File: config.mk
export PLATFORM = sky130hd
export DESIGN_NAME = uart_rx
export DESIGN_NICKNAME = d
export VERILOG_FILES = /design/src/rtl/uart_rx.sv
export SDC_FILE = /design/constraint.sdc
export NUM_CORES = 1
export LEC_CHECK = 0
export BUFFER_PORTS_ARGS = -buffer_cell sky130_fd_sc_hd__buf_2
export CAP_MARGIN = 15
export CORE_UTILIZATION = 35
export DETAILED_ROUTE_END_ITERATION = 8
export GPL_TIMING_DRIVEN = 0
export PLACE_DENSITY = 0.56
export SYNTH_ARGS = -nofsm -noshare
export SYNTH_HDL_FRONTEND = slang
export SYNTH_SLANG_ARGS = --single-unit
File: constraint.sdc
create_clock -name i_clk -period 1.54 [get_ports i_clk]
set_input_delay 0.154 -clock i_clk [delete_from_list [all_inputs] [get_ports i_clk]]
set_output_delay 0.154 -clock i_clk [all_outputs]
set_load 0.005 [all_outputs]
File: src/rtl/uart_rx.sv
`default_nettype none
// ============================================================================
//  Module      : uart_rx
//  Description : Oversampled UART receiver. Recovers start / data (LSB first)
//                / optional even parity / stop frames from an asynchronous
//                line, pushes good words into an RX FIFO and flags framing,
//                parity and overrun errors as single-cycle pulses.
//  Revision    : 1.0 - initial release
// ============================================================================
module uart_rx #(
  parameter logic Parity      = 1'b0,
  parameter int   StopBit     = 1,
  parameter int   DataLength  = 8,
  parameter int   OverSample  = 8,
  parameter logic FlowControl = 1'b0
) (
  input  logic                  i_clk,
  input  logic                  i_rst_n,
  input  logic                  i_rx,
  output logic                  o_rts,
  output logic [DataLength-1:0] o_rx_fifo_data,
  output logic                  o_rx_fifo_write_en,
  input  logic                  i_rx_fifo_full,
  output logic                  o_frame_err,
  output logic                  o_parity_err,
  output logic                  o_overrun_err
);

  localparam int CW = $clog2(OverSample);
  localparam int BW = ($clog2(DataLength) > 0) ? $clog2(DataLength) : 1;
  localparam logic [CW-1:0] HALF_LOAD = CW'(OverSample / 2 - 1);
  localparam logic [CW-1:0] FULL_LOAD = CW'(OverSample - 1);
  localparam logic [BW-1:0] LAST_BIT  = BW'(DataLength - 1);

  typedef enum logic [2:0] {
    S_IDLE   = 3'd0,
    S_START  = 3'd1,
    S_DATA   = 3'd2,
    S_PARITY = 3'd3,
    S_STOP   = 3'd4,
    S_DONE   = 3'd5,
    S_BREAK  = 3'd6
  } state_t;

  state_t                  state, state_next;
  logic [1:0]              sync;
  logic                    rx_s;
  logic [CW-1:0]           clk_counter;
  logic [BW-1:0]           bit_counter;
  logic [DataLength-1:0]   shift_reg;
  logic [DataLength-1:0]   shift_next;
  logic                    par_bit;
  logic                    stop_bit;
  logic                    stop_ok;
  logic                    tick;

  assign rx_s = sync[1];
  assign tick = (clk_counter == '0);
  assign o_rx_fifo_data = shift_reg;

  // Only a single stop bit is supported; any other setting rejects every frame.
  generate
    if (StopBit == 1) begin : g_one_stop
      assign stop_ok = stop_bit;
    end else begin : g_unsupported_stop
      assign stop_ok = 1'b0;
    end
  endgenerate

  // Two-flop synchronizer on the raw line; idles high so reset looks like an idle line.
  always_ff @(posedge i_clk or negedge i_rst_n) begin
    if (!i_rst_n) sync <= 2'b11;
    else          sync <= {sync[0], i_rx};
  end

  // Right shift with the newest bit entering at the MSB so LSB-first data lands in place.
  always_comb begin
    shift_next = shift_reg >> 1;
    shift_next[DataLength-1] = rx_s;
  end

  // FSM state register.
  always_ff @(posedge i_clk or negedge i_rst_n) begin
    if (!i_rst_n) state <= S_IDLE;
    else          state <= state_next;
  end

  // Next-state and DONE-cycle output decode; exactly one outcome per completed frame.
  always_comb begin
    state_next         = state;
    o_rx_fifo_write_en = 1'b0;
    o_frame_err        = 1'b0;
    o_parity_err       = 1'b0;
    o_overrun_err      = 1'b0;
    case (state)
      S_IDLE:   if (!rx_s) state_next = S_START;
      S_START:  if (tick) state_next = rx_s ? S_IDLE : S_DATA;
      S_DATA:   if (tick && bit_counter == LAST_BIT) state_next = Parity ? S_PARITY : S_STOP;
      S_PARITY: if (tick) state_next = S_STOP;
      S_STOP:   if (tick) state_next = S_DONE;
      S_DONE: begin
        state_next = S_IDLE;
        if (!stop_ok) begin
          o_frame_err = 1'b1;
          state_next  = S_BREAK;
        end else if (Parity && (^{shift_reg, par_bit})) begin
          o_parity_err = 1'b1;
        end else if (i_rx_fifo_full) begin
          o_overrun_err = 1'b1;
        end else begin
          o_rx_fifo_write_en = 1'b1;
        end
      end
      S_BREAK:  if (rx_s) state_next = S_IDLE;
      default:  state_next = S_IDLE;
    endcase
  end

  // Bit-timing counters and the sampled data / parity / stop bits.
  always_ff @(posedge i_clk or negedge i_rst_n) begin
    if (!i_rst_n) begin
      clk_counter <= '0;
      bit_counter <= '0;
      shift_reg   <= '0;
      par_bit     <= 1'b0;
      stop_bit    <= 1'b0;
    end else begin
      case (state)
        S_IDLE: begin
          clk_counter <= rx_s ? '0 : HALF_LOAD;
          bit_counter <= '0;
        end
        S_START: begin
          if (tick) begin
            clk_counter <= FULL_LOAD;
            bit_counter <= '0;
          end else begin
            clk_counter <= clk_counter - 1'b1;
          end
        end
        S_DATA: begin
          if (tick) begin
            shift_reg   <= shift_next;
            clk_counter <= FULL_LOAD;
            if (bit_counter != LAST_BIT) bit_counter <= bit_counter + 1'b1;
          end else begin
            clk_counter <= clk_counter - 1'b1;
          end
        end
        S_PARITY: begin
          if (tick) begin
            par_bit     <= rx_s;
            clk_counter <= FULL_LOAD;
          end else begin
            clk_counter <= clk_counter - 1'b1;
          end
        end
        S_STOP: begin
          if (tick) begin
            stop_bit    <= rx_s;
            clk_counter <= FULL_LOAD;
          end else begin
            clk_counter <= clk_counter - 1'b1;
          end
        end
        default: begin
          clk_counter <= '0;
          bit_counter <= '0;
        end
      endcase
    end
  end

  generate
    if (FlowControl) begin : g_rts_flow
      logic rts_q;
      // Ready-to-receive follows FIFO space one cycle later.
      always_ff @(posedge i_clk or negedge i_rst_n) begin
        if (!i_rst_n) rts_q <= 1'b0;
        else          rts_q <= ~i_rx_fifo_full;
      end
      assign o_rts = rts_q;
    end else begin : g_rts_const
      assign o_rts = 1'b1;
    end
  endgenerate

endmodule
`default_nettype wire

==> metrics.csv <==
stage;metric;value;unit
drt;drt-wirelength-per-cell;13.0;µm
synthesis;syn_area_per_cell;11.9;µm²
clocking;cts-root-buf;clkbuf_4;
timing;fin_skew;0.000781;ns
final_layout;nFillCells;271;
power_and_ir_drop;power.density;1810;mW/mm²
synthesis;synth_cells;88;
clocking;numCtsBuffers;3;
timing;fin_crit;1.49;ns
synthesis;ys_warn_count;0;
status;status;finished, final reports clean;
floorplan;rows;19;
timing;fin_crit_sh;97.1;%
timing;timing.hold.ws;0.330;ns
placed_design;place.gp.congestion;0.797;
placed_design;port_buffers;14;
global_routing;grt_pass1_wl;3080;µm
synthesis;seq_area_frac_synth;48.2;%
clocking;cts_sinks;20;
setup_path;cp-end-kind;flop;
synthesis;synth_fa_ha_area_share;4.80;%
synthesis;synth_nets;96;
synthesis;synth_area;0.00104;mm²
drt;vias;723;
final_layout;seq_area;504;µm²
final_layout;final_cell_mix;17 x dfrtp_1, 14 x buf_2, 8 x buf_4;
global_routing;overflow;0;
drt;drc;0;
setup_path;worstPathRequired;1.73;ns
run;maxCapViolCount;0;
global_routing;grtUsageMet1;17.2;%
timing;setup_violations;0;
placed_design;dp_hpwl;1220;µm
global_routing;met2_usage;19.2;%
setup_path;setup.worst_path.class;flop to flop;
clocking;clkTransAtPathRegs;0.11;ns
final_layout;diodes;0;
drt;via_per_inst;5.02;
floorplan;io_pins;17;
power_and_ir_drop;leakagePower;0.639;nW
drt;drt_iter0_drc;11;
timing;setup-tns-final;0;ns
floorplan;dieHeight;56.6;µm
final_layout;nNetsFinal;122;
clocking;clock_path_buffers;2;
timing;fmax;669;MHz
setup_path;cp_slowest_stage_delay;0.40;ns
setup_path;cp_cell_sequence;ha_2 -> ha_4 -> o211ai_4 -> nand3_4 -> mux2_4;
floorplan;coreArea;0.00278;mm²
setup_path;cp_num_buf_inv;0;
floorplan;dieArea;0.00320;mm²
timing;hold_viol_final;0;
final_layout;layout_commonest_cell;dfrtp_1;
setup_path;critPathLaunchType;flop;
final_layout;area_growth;25.1;%
power_and_ir_drop;vdd_drop_max;0.000859;V
timing;report.final.slew_viol_count;0;
final_layout;final_layout_size_suffix_gt1_share;47.8;%
synthesis;synth-seq-cells;20;
setup_path;crit_fanout;3;
floorplan;dieWidth;56.6;µm
synthesis;yosysUniqueCellTypes;32;
synthesis;synth_top_family_by_area;simple AND/OR/NAND/NOR gates;
hold_path;hp-class;input pin to async pin;
clocking;cts_tree;built;
drt;drt-pass1-iter-count;4;
drt;ant_nets;0;
global_routing;met3_usage;2.76;%
floorplan;initial_core_util;37.5;%
global_routing;grt_max_degree;21;
final_layout;multi_input_area;542;µm²
global_routing;grt_pass1_vias;646;
synthesis;synth_compound_area_share;9.71;%
drt;wl;1870;µm
global_routing;grt-busiest-layer;met2;
setup_path;cp.arrival;1.69;ns
global_routing;antenna_found_initial;0;
synthesis;synth.area.mux_share;15.1;%
global_routing;grt_usage;12.7;%
synthesis;synth_xor_area_share;0.839;%
synthesis;synth-simple-area-share;15.2;%
setup_path;cp_slowest_cell;dfrtp_1;
clocking;cts_max_level;1;
clocking;clk_latency;0.29;ns
timing;rsz0062_at_grt;yes;
setup_path;cp_top_family;flip-flops;
==> worst paths after layout <==
| kind | slack (ns) | cells after the start | to | start |
|---|---|---|---|---|
| setup / recovery | 0.05 | 5 | bit_counter[0] | bit_counter[1] |
| hold / removal | 0.33 | 2 | stop_bit | i_rst_n |
| setup reg to reg | 0.05 | 5 | bit_counter[0] | bit_counter[1] |
| hold reg to reg | 0.36 | 0 | sync[1] | sync[0] |
| max in group asynchronous | 0.87 | 2 | sync[1] | i_rst_n |
| min in group i_clk | 0.36 | 0 | sync[1] | sync[0] |
==> metrics by stage <==
stage | instances | worst slack (ns) | power [W] | util (%) | area [µm²]
6_report | 144 | 0.0451 | 0.00236 | 46.9 | 1310
5_1_grt | 144 | -0.00678 | 0.00255 | 46.9 | 1310
4_1_cts | 140 | 0.0107 | 0.00221 | 44.0 | 1220
3_5_place_dp | 133 | -0.0251 | 0.00187 | 41.4 | 1150
3_3_place_gp | 133 | 0.00320 | 0.00184 | 41.4 | 1150
2_1_floorplan | 88 | 0.0653 | 0.00164 | - | 1040
==> state kept, by name (all words and copies together) (netlist names) <==
signal,count
sync,2
clk_counter,3
bit_counter,3
state,3
stop_bit,1
o_rx_fifo_data,8
==> worst reg2reg max path, cell delays in order, from the launching register on <==
cell and delay (ns):
dfrtp_1 0.40, ha_2 0.20, ha_4 0.17, o211ai_4 0.18, nand3_4 0.13, mux2_4 0.31
==> cell families (layout without fill, tap and decap cells) <==
kind of cell / Yosys count / after routing
fa+ha+maj: 4 / 4
simple gates: 25 / 25
buf+inv: 8 / 33
compound gates: 15 / 15
mux: 13 / 13
xor+xnor: 1 / 1
flops: 20 / 20
other cells: 2 / 2
==> layout make-up <==
type                       instances  area share (%)
clock buffer                       4            2.78
inverter                           3           0.863
sequential                        20            38.6
buffer                             5            3.45
timing repair buffer              21            9.78
tap                               31            2.97
multi-input combinational         60            41.5
==> synth_stat cells (all sizes together) <==
library cell	n	area, µm²
and4	1	8.76
dfrtp	18	450
buf	5	45.0
ha	4	50.1
o31ai	1	7.51
nand3	4	45.0
nor2b	1	6.26
nor3b	1	7.51
and2b	1	7.51
and3	2	12.5
dfstp	2	52.6
inv	3	11.3
conb	2	7.51
a21oi	2	10.0
a32o	1	10.0
xnor2	1	8.76
mux2	13	158
nand2	5	18.8
o211ai	2	25.0
nor2	7	36.3
a211oi	1	7.51
nand2b	1	6.26
nor3	2	10.0
o21ai	7	35.0
o22ai	1	6.26
==> routing by layer <==
layer  share of wire (%)  up-vias
met2                  46       19
met1                  48      342
met5                   0        -
met3                 4.2        5
met4                 2.0        0
li1                    -      357
==> report_power, final <==
group | total [W] | leakage, nW | switching, W | internal [W]
combinational | 0.00127 | 0.361 | 0.000644 | 0.000631
sequential | 0.000791 | 0.257 | 0.000107 | 0.000684
clock | 0.000297 | 0.0210 | 0.000153 | 0.000144
==> what timing repair did <==
| action | 4_1_cts | 5_1_grt |
|---|---|---|
| hold buffers | 2 | 0 |
| endpoints found under the hold margin | 19 | 0 |
| pin swaps | 2 | 3 |
| endpoints found under the setup margin | 8 | 14 |
| gates resized for setup | 4 | 9 |
| buffers inserted | 1 | 4 |
Note: power is estimated with default switching activity, not from simulation.
